===== config.mk =====
export PLATFORM = sky130hd
export DESIGN_NAME = opb_register_simulink2ppc_status
export DESIGN_NICKNAME = d
export VERILOG_FILES = /design/src/rtl/opb_reg_pkg.sv /design/src/rtl/opb_slave_ack_fsm.sv /design/src/rtl/opb_register_simulink2ppc_status.sv
export SDC_FILE = /design/constraint.sdc
export NUM_CORES = 1
export LEC_CHECK = 0
export BUFFER_PORTS_ARGS = -buffer_cell sky130_fd_sc_hd__buf_4
export CORE_MARGIN = 1
export CORE_UTILIZATION = 48
export DETAILED_ROUTE_END_ITERATION = 10
export PLACE_DENSITY = 0.84
export SLEW_MARGIN = 0
export SYNTH_ARGS = -nofsm -noshare
export SYNTH_HDL_FRONTEND = slang
export SYNTH_SLANG_ARGS = --single-unit

===== constraint.sdc =====
create_clock -name OPB_Clk -period 2.06 [get_ports OPB_Clk]
set_clock_uncertainty 0.15 [all_clocks]
set_input_delay 0.412 -clock OPB_Clk [delete_from_list [all_inputs] [get_ports OPB_Clk]]
set_output_delay 0.412 -clock OPB_Clk [all_outputs]
set_load 0.01 [all_outputs]

===== src/rtl/opb_reg_pkg.sv =====
// Shared definitions for the OPB register slaves: register offsets, status bit
// positions, slave FSM states and OPB/user bit-numbering helpers.
package opb_reg_pkg;

  localparam logic [1:0] OFS_DATA   = 2'd0;
  localparam logic [1:0] OFS_STATUS = 2'd1;
  localparam logic [1:0] OFS_COUNT  = 2'd2;

  localparam int unsigned STAT_NEW = 0;
  localparam int unsigned STAT_OVR = 1;

  typedef enum logic [1:0] {
    IDLE,
    ACK,
    WAIT
  } opb_state_e;

  // OPB bit i is user bit 31-i. Reversing the index while also reversing the
  // range direction leaves the numeric value unchanged.
  function automatic logic [0:31] to_opb(input logic [31:0] u);
    logic [0:31] r;
    r = '0;
    for (int unsigned i = 0; i < 32; i++) begin
      r[i] = u[31-i];
    end
    return r;
  endfunction

  function automatic logic [31:0] to_user(input logic [0:31] o);
    logic [31:0] r;
    r = '0;
    for (int unsigned i = 0; i < 32; i++) begin
      r[31-i] = o[i];
    end
    return r;
  endfunction

endpackage


===== src/rtl/opb_slave_ack_fsm.sv =====
// OPB slave address decode and IDLE/ACK/WAIT handshake: one wait state, a
// single-cycle ack, and no re-ack while the master keeps select asserted.
module opb_slave_ack_fsm
  import opb_reg_pkg::*;
#(
  parameter logic [31:0] C_BASEADDR   = 32'h0100E100,
  parameter logic [31:0] C_HIGHADDR   = 32'h0100E1FF,
  parameter int unsigned C_OPB_AWIDTH = 32
) (
  input  logic                    clk,
  input  logic                    rst_n,
  input  logic [0:C_OPB_AWIDTH-1] opb_abus,
  input  logic                    opb_select,
  input  logic                    opb_rnw,
  output logic                    hit,
  output logic                    ack,
  output logic                    rd_en,
  output logic                    wr_en,
  output logic [1:0]              word_idx
);

  localparam logic [0:C_OPB_AWIDTH-1] BASE = C_BASEADDR[C_OPB_AWIDTH-1:0];
  localparam logic [0:C_OPB_AWIDTH-1] HIGH = C_HIGHADDR[C_OPB_AWIDTH-1:0];

  opb_state_e state, state_next;
  logic [1:0] idx_q;
  logic       rnw_q;

  assign hit = opb_select && (opb_abus >= BASE) && (opb_abus <= HIGH);

  // Direction and word index are held from the hit so a select dropped
  // during ACK still completes the transfer that was decoded.
  always_ff @(posedge clk or negedge rst_n) begin
    if (!rst_n) begin
      state <= IDLE;
      idx_q <= '0;
      rnw_q <= 1'b0;
    end else begin
      state <= state_next;
      if (state == IDLE && hit) begin
        idx_q <= opb_abus[C_OPB_AWIDTH-4 +: 2];
        rnw_q <= opb_rnw;
      end
    end
  end

  always_comb begin
    state_next = state;
    case (state)
      IDLE:    if (hit) state_next = ACK;
      ACK:     state_next = WAIT;
      WAIT:    if (!opb_select) state_next = IDLE;
      default: state_next = IDLE;
    endcase
  end

  assign ack      = (state == ACK);
  assign rd_en    = ack && rnw_q;
  assign wr_en    = ack && !rnw_q;
  assign word_idx = idx_q;

endmodule


===== src/rtl/opb_register_simulink2ppc_status.sv =====
// Fabric-to-software OPB register: captures a fabric word on user_valid and
// exposes it with a NEW/OVR status word and a capture counter.
module opb_register_simulink2ppc_status
  import opb_reg_pkg::*;
#(
  parameter logic [31:0] C_BASEADDR   = 32'h0100E100,
  parameter logic [31:0] C_HIGHADDR   = 32'h0100E1FF,
  parameter int unsigned C_OPB_AWIDTH = 32,
  parameter int unsigned C_OPB_DWIDTH = 32,
  parameter string       C_FAMILY     = "virtex6"
) (
  input  logic                      OPB_Clk,
  input  logic                      OPB_Rst_n,
  output logic [0:C_OPB_DWIDTH-1]   Sl_DBus,
  output logic                      Sl_errAck,
  output logic                      Sl_retry,
  output logic                      Sl_toutSup,
  output logic                      Sl_xferAck,
  input  logic [0:C_OPB_AWIDTH-1]   OPB_ABus,
  input  logic [0:C_OPB_DWIDTH/8-1] OPB_BE,
  input  logic [0:C_OPB_DWIDTH-1]   OPB_DBus,
  input  logic                      OPB_RNW,
  input  logic                      OPB_select,
  input  logic                      OPB_seqAddr,
  input  logic [31:0]               user_data_in,
  input  logic                      user_valid
);

  logic        hit, ack, rd_en, wr_en;
  logic [1:0]  word_idx;
  logic [31:0] data_q, count_q;
  logic        new_q, ovr_q;
  logic        new_next, ovr_next;
  logic        data_rd, ovr_w1c;
  logic [31:0] status_word, rd_word;
  logic        unused;

  opb_slave_ack_fsm #(
    .C_BASEADDR  (C_BASEADDR),
    .C_HIGHADDR  (C_HIGHADDR),
    .C_OPB_AWIDTH(C_OPB_AWIDTH)
  ) u_fsm (
    .clk       (OPB_Clk),
    .rst_n     (OPB_Rst_n),
    .opb_abus  (OPB_ABus),
    .opb_select(OPB_select),
    .opb_rnw   (OPB_RNW),
    .hit       (hit),
    .ack       (ack),
    .rd_en     (rd_en),
    .wr_en     (wr_en),
    .word_idx  (word_idx)
  );

  assign data_rd = rd_en && (word_idx == OFS_DATA);
  assign ovr_w1c = wr_en && (word_idx == OFS_STATUS)
                   && OPB_BE[C_OPB_DWIDTH/8-1]
                   && OPB_DBus[C_OPB_DWIDTH-1-STAT_OVR];

  // A capture coinciding with the DATA read keeps NEW set and is not an
  // overrun; an overrun set takes priority over a same-cycle W1C.
  always_comb begin
    new_next = new_q;
    ovr_next = ovr_q;
    if (user_valid) begin
      new_next = 1'b1;
    end else if (data_rd) begin
      new_next = 1'b0;
    end
    if (ovr_w1c) begin
      ovr_next = 1'b0;
    end
    if (user_valid && new_q && !data_rd) begin
      ovr_next = 1'b1;
    end
  end

  always_ff @(posedge OPB_Clk or negedge OPB_Rst_n) begin
    if (!OPB_Rst_n) begin
      data_q  <= '0;
      count_q <= '0;
      new_q   <= 1'b0;
      ovr_q   <= 1'b0;
    end else begin
      if (user_valid) begin
        data_q  <= user_data_in;
        count_q <= count_q + 32'd1;
      end
      new_q <= new_next;
      ovr_q <= ovr_next;
    end
  end

  always_comb begin
    status_word           = '0;
    status_word[STAT_NEW] = new_q;
    status_word[STAT_OVR] = ovr_q;
  end

  always_comb begin
    rd_word = '0;
    case (word_idx)
      OFS_DATA:   rd_word = data_q;
      OFS_STATUS: rd_word = status_word;
      OFS_COUNT:  rd_word = count_q;
      default:    rd_word = '0;
    endcase
  end

  assign Sl_DBus    = rd_en ? to_opb(rd_word) : '0;
  assign Sl_xferAck = ack;
  assign Sl_errAck  = 1'b0;
  assign Sl_retry   = 1'b0;
  assign Sl_toutSup = 1'b0;

  assign unused = ^{OPB_seqAddr, OPB_BE, OPB_DBus, hit, (C_FAMILY == "")};

endmodule


==> impl_metrics.ini, run 1 <==
[run_status]
status = complete, but fails checks
failed_checks = setup timing

[clock_tree]
clk_latency_ns = 0.34
cts_tree = yes
cts.htree.levels = 3
root_buffer = clkbuf_8
path_clk_slew_ns = 0.07
clockBufferDepth = 2
cts_made_buffers = 9
cts_sinks = 71

[power_and_ir_drop]
p_seq_share_pct = 54.5
finalPower_mw = 3.03
share_clk_of_total_power_pct = 32.7
intPower_mw = 2.24
leakagePower_nw = 2.18
ir_drop_mv = 0.396
p_per_area_nw_per_um2 = 655
switchingPower_mw = 0.792
switching_share_pct = 26.1
p_comb_share_pct = 12.7

[timing]
worst_slack_ns = -0.298
slew_violations = 0
finalWorstPathRequiredPeriod_ns = 2.36
clock.fmax_mhz = 424
hold_viol_final = 0
max-slew-margin-rel_pct = 61.0
period_share_pct = 114
tightest_slew_ns = 0.585
setup_violations = 30
rsz0062_at_grt = true
fin_setup_tns_ns = -7.77

[drt]
post_drt_wl_per_cell_um = 15.6
drc = 0
routed_wl_mm = 7.68
viasPerCell = 5.32
ant_nets = 0
vias = 2623
drt-initial-drc-count = 81
drt_pre_antenna_iters = 4

[die]
dieArea_um2 = 7390
initial_core_util_pct = 49.8
core_area_um2 = 6790
rows = 30
die_w_um = 86.0
die_y_um = 86.0
io_pins = 142

[global_routing]
grt_usage_pct = 21.6
grt_max_degree = 46
antenna_found_initial = 0
grt_overflow_total = 0
first_global_vias = 2598
grt_pass1_wl_mm = 12.3

[logic_synthesis]
synth_edf_count = 0
synth.avg_cell_area_um2 = 12.4
synth_area_leaders = dfrtp_1, mux2_2, a22o_1
yosysTopAreaCellShare_pct = 52.5
syn-instance-count = 272
synthFlopType = dfrtp_1
yosysWarningCount = 0
synth.cell_area_um2 = 3380
synth-seq-cells = 71
synth.yosys.seq_area_share_pct = 52.5
synth_cell_types = 37
yosysTopAreaCell = dfrtp_1
synth-async-reset-ratio_pct = 100

[layout]
fin_nets = 499
mostFrequentLayoutCells = buf_4, dfrtp_1, mux2_2, a22o_1, xnor2_1
syn_to_final_growth_pct = 36.9
antennaDiodeCount = 0
fillers = 508
layout-drive-gt1-share_pct = 47.6
fin_area_um2 = 4630
layout_commonest_cell = buf_4

[placement]
place_ws_ns = -0.0491
place_area_um2 = 4280
place_congestion = 0.807
portBuffers = 97
dp_hpwl_mm = 5.42

[run]
cap_viol_max_count = 0

[critical_path]
cp_max_fo = 7
arrival_ns = 1.80
startpoint_type = register
rr_worst_depth = 6
endpoint_kind = primary output
critical_path_class = reg2out
required_ns = 1.50

[hold_path]
whs_path_depth = 2
hold_class = in2reg
## registers in the layout (all words and copies together) (netlist names)
register / count
u_fsm.state: 2
u_fsm.word_idx: 2
ovr_q: 1
new_q: 1
count_q: 32
data_q: 32
u_fsm.rnw_q: 1
## metrics by stage
stage	cells	utilization [%]	hold slack, ns
floorplan	274	-	-0.0336
global placement	465	63.0	0.298
detailed placement	465	63.0	0.300
CTS	490	67.1	0.138
global route	493	68.2	0.136
finish	493	68.2	0.149
## worst paths after layout
check | start | end | slack (ns)
min reg2reg | count_q[31] | count_q[31] | 0.33
max reg2reg | u_fsm.state[1] | u_fsm.word_idx[0] | 0.06
min in group asynchronous | OPB_Rst_n | data_q[5] | 0.46
min | user_data_in[5] | data_q[5] | 0.15
max in group asynchronous | OPB_Rst_n | data_q[15] | 0.75
max | u_fsm.state[1] | Sl_DBus[2] | -0.30
## routing by layer
metal,routed length (um),global-route usage (%)
met5,0,0
met4,89,5.91
met3,355,5.58
met2,3870,35.5
met1,3360,28.3
## cell usage after synthesis (all sizes together), types with 2 or more instances
cell    instances
mux2           36
a22o           30
nor2b           4
nor3            5
buf            13
nand3           7
xnor2          23
and3            4
nor4            8
xor2            8
nor2            8
a21o            2
mux2i           2
and2            2
a21oi           2
nand4          16
nand4b          4
inv             4
dfrtp          71
nand2          12
## critical path: stages, from the launching register on
cell     delay (ns)
dfrtp_1        0.40
nor2b_2        0.15
nand2_2        0.11
nor3b_4        0.26
buf_6          0.15
buf_8          0.12
a22o_1         0.15
buf_4          0.12
## cells by family after synthesis
group | synth area share [%]
other cells | 0.111
fa+ha+maj | 0.370
flops | 52.5
mux | 12.6
xor+xnor | 8.03
buf+inv | 2.63
compound gates | 9.17
simple gates | 14.6
## area by class of cell
type | instances | area [um^2] | share of cell area [%]
Tap cell | 96 | 120 | 2.59
Inverter | 4 | 15.0 | 0.324
Timing Repair Buffer | 121 | 953 | 20.6
Sequential cell | 71 | 1780 | 38.4
Clock inverter | 4 | 20.0 | 0.432
Multi-Input combinational cell | 185 | 1590 | 34.3
Clock buffer | 12 | 155 | 3.35
## power by group through the flow
stage / Sequential [mW] / Clock (mW) / Combinational, mW
after floorplan: 1.65 / 0 / 0.225
after global placement: 1.67 / 0 / 0.368
after detailed placement: 1.69 / 0 / 0.385
after CTS: 1.66 / 1.01 / 0.388
after global routing: 1.68 / 1.08 / 0.426
final: 1.66 / 0.994 / 0.386
## what timing repair did
action                                  in CTS  in global routing
buffers inserted                             6                  6
endpoints found under the setup margin      30                 36
pin swaps                                    7                 11
hold buffers                                 1                  0
resized for setup                            9                 16
endpoints found under the hold margin       44                  0
cloned                                       2                  0
Note: power is estimated with default switching activity, not from simulation.
==> run 2, diff against run 1 <==
--- a/config.mk
+++ b/config.mk
@@ -10,6 +10,7 @@
 export CORE_UTILIZATION = 48
 export DETAILED_ROUTE_END_ITERATION = 10
 export PLACE_DENSITY = 0.84
+export REMOVE_ABC_BUFFERS = 1
 export SLEW_MARGIN = 0
 export SYNTH_ARGS = -nofsm -noshare
 export SYNTH_HDL_FRONTEND = slang
==> run 2 against run 1 <==
Non-clock buffer count down 3; cell count down 0.61%; combinational power about the same; highest routed layer unchanged; sequential cell count unchanged; hold slack worse by 0.016 ns; register-to-register slack better by 0.03 ns; the run still ends with setup timing left.
==> impl_metrics.ini, run 2 (synthesis gave the netlist of run 1 again) <==
[clock_tree]
cts_sinks = 71
root_buffer = clkbuf_8
clockBufferDepth = 2
cts_made_buffers = 9
clk_latency_ns = 0.35
cts.htree.levels = 3
path_clk_slew_ns = 0.07
cts_tree = yes

[critical_path]
arrival_ns = 1.74
cp_max_fo = 9
required_ns = 1.50
rr_endpoint = u_fsm.rnw_q
critical_path_class = reg2out
regToRegSetupSlack_ns = 0.09
rr_worst_depth = 6
startpoint_type = register
reg2reg_from = u_fsm.state[1]
endpoint_kind = primary output

[placement]
dp_hpwl_mm = 5.31
place_congestion = 0.801
portBuffers = 97

[timing]
worst_slack_ns = -0.238
slew_violations = 0
rsz0062_at_grt = true
whs_ns = 0.133
setup_violations = 30
max-slew-margin-rel_pct = 64.8
hold_viol_final = 0
finalWorstPathRequiredPeriod_ns = 2.30
period_share_pct = 112
clock.fmax_mhz = 435
tightest_slew_ns = 0.526

[layout]
mostFrequentLayoutCells = buf_4, dfrtp_1, mux2_2, a22o_1, xnor2_1
syn_to_final_growth_pct = 36.9
seq_area_um2 = 1780
fin_nets = 496
top_regs = count_q: 32 flops, data_q: 32 flops
layout-drive-gt1-share_pct = 46.7
fillers = 477
antennaDiodeCount = 0
layout_commonest_cell = buf_4
multi_input_area_um2 = 1580

[hold_path]
hold_class = in2reg
whs_path_depth = 2
hold_start = OPB_ABus[29]
min_to = u_fsm.word_idx[0]

[die]
core_area_um2 = 6790
rows = 30
dieArea_um2 = 7390
die_w_um = 86.0
die_y_um = 86.0
initial_core_util_pct = 49.8
io_pins = 142

[drt]
post_drt_wl_per_cell_um = 15.7
drt-initial-drc-count = 121
routed_wl_mm = 7.72
vias = 2644
drc = 0
drt_pre_antenna_iters = 4
viasPerCell = 5.40
ant_nets = 0

[run_status]
status = complete, but fails checks
failed_checks = setup timing

[power_and_ir_drop]
leakagePower_nw = 2.18
p_per_area_nw_per_um2 = 708
finalPower_mw = 3.28
ir_drop_mv = 0.467

[global_routing]
grt_overflow_total = 0
grt_pass1_wl_mm = 12.4
grt_usage_pct = 21.9
first_global_vias = 2621
grt_max_degree = 41
antenna_found_initial = 0

[run]
cap_viol_max_count = 0
run 2: worst max-delay path, stage by stage (launching register included):
cell and delay, ns:
dfrtp_1 0.39, nor2b_2 0.15, nand2_2 0.11, nor3b_4 0.18, buf_6 0.15, buf_8 0.14
a22o_1 0.14, buf_4 0.12
run 2: area by class of cell:
class	instances	area share, %
inverters	4	0.324
clock buffers	10	2.97
clock inverters	6	1.81
multi-input cells	185	34.1
flip-flops and latches	71	38.4
well taps	96	2.59
repair buffers	118	19.8
run 2: worst max path at each step:
stage                         to      startpoint  cells after the start  slack [ns]
2_1_floorplan         Sl_DBus[0]  u_fsm.state[1]                      4       -1.42
3_3_place_gp         u_fsm.rnw_q     OPB_ABus[0]                      5      -0.008
3_5_place_dp   u_fsm.word_idx[1]     OPB_ABus[0]                      5       -0.05
4_1_cts              Sl_DBus[29]  u_fsm.state[1]                      7       -0.23
5_1_grt              Sl_DBus[16]  u_fsm.state[1]                      7       -0.32
6_report             Sl_DBus[26]  u_fsm.state[1]                      7       -0.24
run 2: report_power, final:
| group | total (mW) | switching [mW] | internal (mW) |
|---|---|---|---|
| Combinational | 0.387 | 0.167 | 0.221 |
| Clock | 1.23 | 0.521 | 0.710 |
| Sequential | 1.66 | 0.139 | 1.52 |
| Total | 3.28 | 0.826 | 2.45 |
run 2: repair_timing:
| action | CTS | global route |
|---|---|---|
| endpoints found under the setup margin | 30 | 37 |
| cloned | 2 | 0 |
| pin swaps | 5 | 5 |
| gates resized for setup | 11 | 10 |
| setup buffers | 3 | 3 |
| hold buffers | 1 | 0 |
| hold endpoints to repair | 37 | 0 |
run 2: metrics by stage:
stage / area [um^2] / setup slack (ns) / TNS, ns / std cells / util, %
CTS: 4570 / -0.227 / -6.50 / 487 / 67.3
finish: 4630 / -0.238 / -6.54 / 490 / 68.2
detailed placement: 4270 / -0.0537 / -0.128 / 465 / 62.8
global placement: 4270 / -0.00843 / -0.0112 / 465 / 62.8
floorplan: 3320 / -1.42 / -42.72 / 260 / -
global route: 4630 / -0.322 / -9.17 / 490 / 68.2
run 2: metal layers:
layer | global-route usage, % | wire length (um) | vias to the layer above
met3 | 5.39 | 342 | 8
met2 | 36.6 | 3940 | 62
met4 | 7.58 | 100 | 0
li1 | - | - | 1231
met5 | 0 | 0 | -
met1 | 27.7 | 3330 | 1343
==> run 3, diff against run 2 <==
--- a/config.mk
+++ b/config.mk
@@ -7,9 +7,9 @@
 export LEC_CHECK = 0
 export BUFFER_PORTS_ARGS = -buffer_cell sky130_fd_sc_hd__buf_4
 export CORE_MARGIN = 1
-export CORE_UTILIZATION = 48
+export CORE_UTILIZATION = 45
 export DETAILED_ROUTE_END_ITERATION = 10
-export PLACE_DENSITY = 0.84
+export PLACE_DENSITY = 0.8
 export REMOVE_ABC_BUFFERS = 1
 export SLEW_MARGIN = 0
 export SYNTH_ARGS = -nofsm -noshare
==> run 3 against run 2 <==
The flow still finishes with violations (setup timing); critical path depth unchanged; global-route usage down 0.72 points; cell area down 0.41%; combinational power down 2%; clock power about the same; via count down 2.7%; cell count unchanged; die area up 6.5%; register-to-register slack about the same; sequential cell count unchanged; maximum frequency down 1.5%; sequential power about the same; critical path type unchanged.
==> impl_metrics.ini, run 3 (synthesis gave the netlist of run 1 again) <==
[run_status]
status = complete, but fails checks
failed_checks = setup timing

[timing]
clock.fmax_mhz = 428
finalWorstPathRequiredPeriod_ns = 2.33
tightest_slew_ns = 0.564
hold_viol_final = 0
period_share_pct = 113
worst_slack_ns = -0.274
whs_ns = 0.127
slew_violations = 0
rsz0062_at_grt = true
max-slew-margin-rel_pct = 62.4
setup_violations = 30

[critical_path]
endpoint_kind = primary output
critical_path_class = reg2out
slowest_delay_ns = 0.39
reg2reg_from = u_fsm.state[1]
rr_endpoint = u_fsm.word_idx[1]
cp_max_fo = 10
crit_chain = nor2b_2, nand2_2, nor3b_4, buf_6, buf_8, a22o_1, buf_4
regToRegSetupSlack_ns = 0.09
required_ns = 1.50
arrival_ns = 1.77
slowest_stage = dfrtp_1
rr_worst_depth = 5
crit_path_start = u_fsm.state[1]
startpoint_type = register

[die]
die_y_um = 88.7
initial_core_util_pct = 46.6
io_pins = 142
rows = 31
die_w_um = 88.7
dieArea_um2 = 7870
core_area_um2 = 7250

[clock_tree]
clk_latency_ns = 0.36
cts_sinks = 71
path_clk_slew_ns = 0.08
cts_tree = yes
cts_made_buffers = 9
root_buffer = clkbuf_8
cts.htree.levels = 3
clockBufferDepth = 2

[power_and_ir_drop]
leakagePower_nw = 2.16
ir_drop_mv = 0.437
p_per_area_nw_per_um2 = 712

[hold_path]
hold_class = in2reg
min_to = u_fsm.rnw_q
whs_path_depth = 2
hold_start = OPB_RNW

[layout]
antennaDiodeCount = 0
layout_commonest_cell = buf_4
fillers = 564
mostFrequentLayoutCells = buf_4, dfrtp_1, mux2_2, a22o_1, xnor2_1
fin_nets = 493
fin_area_um2 = 4610
top_regs = count_q: 32 flops, data_q: 32 flops
layout-drive-gt1-share_pct = 45.8
syn_to_final_growth_pct = 36.4

[global_routing]
grt_max_degree = 45
grt_pass1_wl_mm = 12.3
antenna_found_initial = 0
grt_overflow_total = 0
first_global_vias = 2610
grt_usage_pct = 21.1

[drt]
drc = 0
drt-initial-drc-count = 125
routed_wl_mm = 7.64
ant_nets = 0
post_drt_wl_per_cell_um = 15.6
viasPerCell = 5.25
drt_pre_antenna_iters = 4
vias = 2572

[run]
cap_viol_max_count = 0

[placement]
place_area_um2 = 4270
place_congestion = 0.738
dp_hpwl_mm = 5.33
portBuffers = 97
run 3: changes by cell type in the layout (fill, tap and decap cells not counted), moves of 2 or more:
cell / previous run / this run
buf_4: 110 / 108
buf_6: 6 / 3
clkinv_2: 3 / 0
clkinvlp_4: 0 / 2
inv_6: 0 / 2
run 3: worst max-delay path by stage:
stage | slack, ns | endpoint | cells after the start
6_report | -0.27 | Sl_DBus[9] | 7
5_1_grt | -0.37 | Sl_DBus[8] | 6
4_1_cts | -0.27 | Sl_DBus[8] | 7
3_5_place_dp | -0.04 | Sl_DBus[8] | 6
3_3_place_gp | -0.007 | Sl_DBus[8] | 6
2_1_floorplan | -1.42 | Sl_DBus[0] | 4
run 3: worst max-delay path: cells and delay by family (launching register included):
| kind | cells | cell delay (ns) |
|---|---|---|
| AO/OA/AOI/OAI | 1 | 0.15 |
| flip-flops | 1 | 0.39 |
| buffers and inverters | 3 | 0.40 |
| AND/OR/NAND/NOR | 3 | 0.47 |
run 3: power breakdown:
group	leakage (nW)	total [mW]	internal (mW)	switching [mW]
Combinational	1.16	0.381	0.218	0.163
Sequential	0.888	1.66	1.52	0.141
Clock	0.104	1.24	0.690	0.549
run 3: final cells by class:
cell class              instances  area (um^2)  area share [%]
clock buffers                  10          128            2.77
clock inverters                 6         92.6            2.01
inverters                       4         15.0           0.325
multi-input cells             185         1570            34.0
flip-flops and latches         71         1780            38.6
well taps                      99          124            2.69
repair buffers                115          905            19.6
run 3: metal layers:
layer | routed length (um) | vias to the layer above | global-route usage [%]
li1 | - | 1227 | -
met1 | 3210 | 1263 | 26.3
met2 | 3940 | 69 | 35.1
met3 | 361 | 13 | 5.69
met4 | 127 | 0 | 8.21
met5 | 0 | - | 0
run 3: stage by stage:
| stage | instances | TNS (ns) | worst slack (ns) | power, mW | util (%) |
|---|---|---|---|---|---|
| floorplan | 260 | -42.72 | -1.42 | 1.86 | - |
| global placement | 466 | -0.0304 | -0.00688 | 2.04 | 58.8 |
| detailed placement | 466 | -0.458 | -0.0411 | 2.07 | 58.8 |
| CTS | 488 | -7.48 | -0.269 | 3.31 | 63.0 |
| global route | 490 | -10.51 | -0.373 | 3.43 | 63.6 |
| finish | 490 | -7.59 | -0.274 | 3.28 | 63.6 |
run 3: what timing repair did:
action | CTS | global route
cloned | 2 | 0
resized for setup | 12 | 6
buffers inserted | 3 | 2
hold buffers | 1 | 0
setup endpoints to repair | 32 | 49
hold endpoints to repair | 43 | 0
pin swaps | 3 | 3
